===== src/rtl/utils_top.sv =====
// Shared constants and types for the write-back stage: opcode encodings,
// register-file geometry and the MEM/WB pipeline entry layout.
package utils_top;

  localparam int XLEN     = 32;
  localparam int RF_DEPTH = 32;
  localparam int RF_AW    = 5;

  localparam logic [6:0] OP_LOAD   = 7'b0000011;
  localparam logic [6:0] OP_STORE  = 7'b0100011;
  localparam logic [6:0] OP_BRANCH = 7'b1100011;
  localparam logic [6:0] OP_JAL    = 7'b1101111;
  localparam logic [6:0] OP_JALR   = 7'b1100111;

  typedef struct packed {
    logic            vld;
    logic [XLEN-1:0] dat;
    logic [XLEN-1:0] inst;
    logic [XLEN-1:0] pc;
  } wb_entry_t;

  typedef struct packed {
    logic             writes_rd;
    logic [RF_AW-1:0] rd;
  } wb_decode_t;

  // Stores and branches have no destination; their bits [11:7] are immediate.
  function automatic wb_decode_t decode_inst(input logic [XLEN-1:0] inst);
    wb_decode_t dec;
    dec.writes_rd = (inst[6:0] != OP_STORE) && (inst[6:0] != OP_BRANCH)
                    && (inst[31:12] == inst[31:12]);
    dec.rd        = inst[11:7];
    return dec;
  endfunction

endpackage


===== src/rtl/reg_file_2r1w.sv =====
// Integer register file: two combinational read ports, one synchronous write
// port, x0 hard-wired to zero, same-cycle write-through bypass on both reads.
module reg_file_2r1w
  import utils_top::*;
(
  input  logic             clk,
  input  logic             rst_n,
  input  logic             we_i,
  input  logic [RF_AW-1:0] waddr_i,
  input  logic [XLEN-1:0]  wdata_i,
  input  logic [RF_AW-1:0] raddr1_i,
  input  logic [RF_AW-1:0] raddr2_i,
  output logic [XLEN-1:0]  rdata1_o,
  output logic [XLEN-1:0]  rdata2_o
);

  logic [XLEN-1:0] regs_q [RF_DEPTH];
  logic            wr_ok;

  assign wr_ok = we_i && (waddr_i != '0);

  always_ff @(posedge clk) begin
    if (!rst_n) begin
      for (int i = 0; i < RF_DEPTH; i++) begin
        regs_q[i] <= '0;
      end
    end else if (wr_ok) begin
      regs_q[waddr_i] <= wdata_i;
    end
  end

  // A pending write is forwarded so decode sees it without waiting an edge.
  always_comb begin
    rdata1_o = regs_q[raddr1_i];
    rdata2_o = regs_q[raddr2_i];
    if (wr_ok && (raddr1_i == waddr_i)) rdata1_o = wdata_i;
    if (wr_ok && (raddr2_i == waddr_i)) rdata2_o = wdata_i;
    if (raddr1_i == '0) rdata1_o = '0;
    if (raddr2_i == '0) rdata2_o = '0;
  end

endmodule


===== src/rtl/write_back_top.sv =====
// Write-back stage: MEM/WB pipeline register, register-file write decode,
// forwarding outputs to decode and the 64-bit retired-instruction counter.
module write_back_top
  import utils_top::*;
(
  input  logic              clk,
  input  logic              rst_n,
  input  logic              mem_vld,
  input  logic [XLEN-1:0]   mem_dat,
  input  logic [XLEN-1:0]   mem_inst,
  input  logic [XLEN-1:0]   mem_pc,
  input  logic              hold,
  input  logic              flush,
  input  logic [RF_AW-1:0]  id_rs1,
  input  logic [RF_AW-1:0]  id_rs2,
  output logic [XLEN-1:0]   id_rd1,
  output logic [XLEN-1:0]   id_rd2,
  output logic              id_fwd_we,
  output logic [RF_AW-1:0]  id_fwd_dst,
  output logic [XLEN-1:0]   id_fwd_dat,
  output logic              ret_vld,
  output logic [XLEN-1:0]   ret_pc,
  output logic [63:0]       instret
);

  wb_entry_t  entry_q, entry_d;
  wb_decode_t dec;
  logic [63:0] instret_q, instret_d;
  logic        retire;
  logic        wr_en;

  // flush only drops the valid bit; hold freezes the whole entry.
  always_comb begin
    entry_d = entry_q;
    if (flush) begin
      entry_d.vld = 1'b0;
    end else if (!hold) begin
      entry_d.vld  = mem_vld;
      entry_d.dat  = mem_dat;
      entry_d.inst = mem_inst;
      entry_d.pc   = mem_pc;
    end
  end

  always_ff @(posedge clk) begin
    if (!rst_n) begin
      entry_q <= '0;
    end else begin
      entry_q <= entry_d;
    end
  end

  // Gating with rst_n keeps a live entry from retiring while reset is held.
  assign dec    = decode_inst(entry_q.inst);
  assign retire = rst_n && entry_q.vld && !hold && !flush;
  assign wr_en  = retire && dec.writes_rd && (dec.rd != '0);

  assign instret_d = instret_q + {63'd0, retire};

  always_ff @(posedge clk) begin
    if (!rst_n) begin
      instret_q <= '0;
    end else begin
      instret_q <= instret_d;
    end
  end

  reg_file_2r1w u_rf (
    .clk      (clk),
    .rst_n    (rst_n),
    .we_i     (wr_en),
    .waddr_i  (dec.rd),
    .wdata_i  (entry_q.dat),
    .raddr1_i (id_rs1),
    .raddr2_i (id_rs2),
    .rdata1_o (id_rd1),
    .rdata2_o (id_rd2)
  );

  assign id_fwd_we  = wr_en;
  assign id_fwd_dst = dec.rd;
  assign id_fwd_dat = entry_q.dat;
  assign ret_vld    = retire;
  assign ret_pc     = entry_q.pc;
  assign instret    = instret_q;

endmodule


===== config.mk =====
export PLATFORM = sky130hd
export DESIGN_NAME = write_back_top
export DESIGN_NICKNAME = d
export VERILOG_FILES = /design/src/rtl/utils_top.sv /design/src/rtl/reg_file_2r1w.sv /design/src/rtl/write_back_top.sv
export SDC_FILE = /design/constraint.sdc
export NUM_CORES = 2
export LEC_CHECK = 0
export ABC_AREA = 0
export CAP_MARGIN = 15
export CORE_MARGIN = 5
export CORE_UTILIZATION = 58
export DETAILED_ROUTE_END_ITERATION = 16
export DONT_BUFFER_PORTS = 1
export PLACE_DENSITY_LB_ADDON = 0.2
export SYNTH_ARGS = -nofsm -noshare
export SYNTH_HDL_FRONTEND = slang
export SYNTH_SLANG_ARGS = --single-unit

===== constraint.sdc =====
create_clock -name clk -period 5.8 [get_ports clk]
set_input_delay 1.16 -clock clk [delete_from_list [all_inputs] [get_ports clk]]
set_output_delay 1.16 -clock clk [all_outputs]
set_load 0.01 [all_outputs]

==> qor.csv <==
metric,value,unit
nets,4430,
post_cts_resized,0,
cts_hold_buf,0,
drive_above_1_share,20.14,%
ios,310,
die-area,111100,µm²
synth-main-ff-cell,edfxtp_1,
yosys_warnings,0,
ir_worst_vdd,0.0002508,V
crit_arrival,4240,ps
coreArea,103600,µm²
final.fill_count,7454,
synth.top_cells.by_count,"edfxtp_1 (1024), and2_1 (1002), mux4_2 (450)",
cellPowerDensity,292.4,nW/µm²
worst_pin_slew,1653,ps
htreeDepth,4,
finalCriticalPeriod,5404,ps
clkLatencyLatePin,750,ps
fin_tns_setup,0,ps
cts_root_buffer,clkbuf_16,
syn_to_final_growth,9.929,%
dieWidth,333.3,µm
cts_setup_buffers,0,
switching_share,23.05,%
die_y,333.3,µm
portBuffers,0,
gp_congestion,0.8747,
hold_ws,448.4,ps
grt_pass1_wl,286.6,mm
preCtsSetupSlack,852.0,ps
synthArstFlopShare,0,%
finalCritPeriodShare,93.18,%
ant_nets,0,
p_sw,4.493,mW
synth_edf_count,1024,
outcome,"finished, violations left",
dp_hpwl,117.8,mm
synth_area_leaders,"edfxtp_1 (51%), mux4_2 (17%), and2_1 (10%), dfxtp_1 (4.6%), clkbuf_1 (2.3%)",
comb_power_share,8.4,%
slowest_delay,840,ps
yosys.area.top_type_share,50.71,%
wl_per_cell,34.96,µm
firstDrtPassIters,6,
yosysUniqueCellTypes,50,
drt-initial-drc-count,6273,
yosysMostFrequentCell,edfxtp_1,
clockBufferDepth,3,
worstPathRequired,4640,ps
antenna_found_initial,13,
crit_slowest_cell,dfxtp_1,
fmax,185.0,MHz
syn_area,60640,µm²
power_leakage,23.71,nW
critPathMaxFanout,12,
crit_type,flip-flop to output port,
synth_top_area_cell,edfxtp_1,
hold_class,flip-flop to flip-flop,
startpoint_type,flip-flop,
start_util,58.51,%
drt_wl_total,202.8,mm
cts_tree,done,
critical_path.top_delay_family,simple AND/OR/NAND/NOR gates,
cts_buffers,130,
violations,slew limit,
grt_max_degree,290,
syn_area_per_cell,13.41,µm²
final_max_slew_viol_count,142,
layout_setup_ws,395.8,ps
vias,41210,
rows,118,
seqPwrFrac,49.0,%
clock-skew-final,34.34,ps
grt_pass1_vias,40520,
syn_inst,4521,
slew_headroom,-10.23,%
cts.sinks,1164,
drc,0,
crit_chain,or3_1 -> nand2b_1 -> and4_2 -> buf_4 -> a211oi_1 -> nor3_1,
end_kind,output port,
grt_usage,35.89,%
hold_viol,0,
rsz0062_at_grt,false,
path_clk_slew,60,ps
pwr-share-clk,42.6,%
ys_seq_area_share,55.33,%
grt-ovfl-total,0,
power.internal,15.00,mW
vias_per_cell,7.103,
crit_buf_inv,1,
setup_viol,0,
drv_cap,0,
ys_ff_latch,1164,
## cell families (layout without fill, tap and decap cells)
family	count (synthesis)	after routing	share of synthesized area (%)
flip-flops	1164	1164	55.33
XOR/XNOR	43	43	0.6211
adder cells (fa/ha/maj)	2	2	0.04126
other	1	40	0.006184
multiplexers	582	582	18.89
AO/OA/AOI/OAI	490	490	5.581
AND/OR/NAND/NOR	1703	1703	15.60
buffers and inverters	536	398	3.924
## state kept, by name (all words and copies together) (netlist names)
register,count
u_rf.regs_q,1024
instret,64
id_fwd_dat,32
ret_pc,32
entry_q,7
id_fwd_dst,5
## worst paths after layout
path | start | end | slack (ps) | depth (start not counted)
max | id_fwd_dst[4] | id_rd1[10] | 400 | 6
min | entry_q[36] | entry_q[36] | 450 | 2
max reg2reg | id_fwd_dst[4] | u_rf.regs_q[24][6] | 1860 | 5
min reg2reg | entry_q[36] | entry_q[36] | 450 | 2
## layer usage
| metal | GRT usage, % | wire (µm) |
|---|---|---|
| met5 | 0 | 0 |
| met1 | 48.20 | 70610 |
| met4 | 15.33 | 10100 |
| met3 | 12.39 | 30810 |
| met2 | 54.02 | 91290 |
## layout make-up
class | count | area, µm² | area share, %
tap | 1380 | 1727 | 2.590
clock inverter | 56 | 594.3 | 0.8916
antenna | 8 | 20.02 | 0.03003
multi-input combinational | 2852 | 25460 | 38.19
timing repair buffer | 162 | 1669 | 2.504
inverter | 7 | 31.28 | 0.04692
clock buffer | 173 | 3606 | 5.409
sequential | 1164 | 33550 | 50.33
## placed cells by master (no fill, tap or decap), drive strengths merged, types with 16 or more instances in the layout
master	instances
nor3	120
or4	20
a211oi	63
clkbuf	173
a21oi	102
o31ai	16
nand2	236
nand3	31
a221o	55
nor2	204
mux2i	132
buf	162
nand4	26
a22oi	135
and2	1002
mux4	450
edfxtp	1024
conb	32
dfxtp	140
xor2	35
o22ai	62
clkinv	39
o21ai	39
## power groups by stage
stage / clock network, mW / logic (mW) / registers [mW]
after global placement: 0 / 1.54 / 9.70
after CTS: 8.32 / 1.56 / 9.56
final: 8.30 / 1.64 / 9.55
after floorplan: 0 / 1.23 / 9.66
after detailed placement: 0 / 1.56 / 9.73
after global routing: 8.70 / 1.67 / 9.57
## stage by stage
stage | std cells | cell area [µm²] | power, mW | util, %
final | 5802 | 66660 | 19.49 | 64.32
after CTS | 5787 | 66450 | 19.43 | 64.11
after floorplan | 4552 | 60760 | 10.89 | -
after global placement | 5557 | 62230 | 11.24 | 60.04
after global routing | 5798 | 66650 | 19.95 | 64.31
after detailed placement | 5558 | 62250 | 11.29 | 60.06
## tightest hold or removal path, cell delays in order, from the launching register on
cell and delay (ps):
dfxtp_1 300, nand2_1 50, a21oi_1 50
Power figures use the tool's default switching activity.
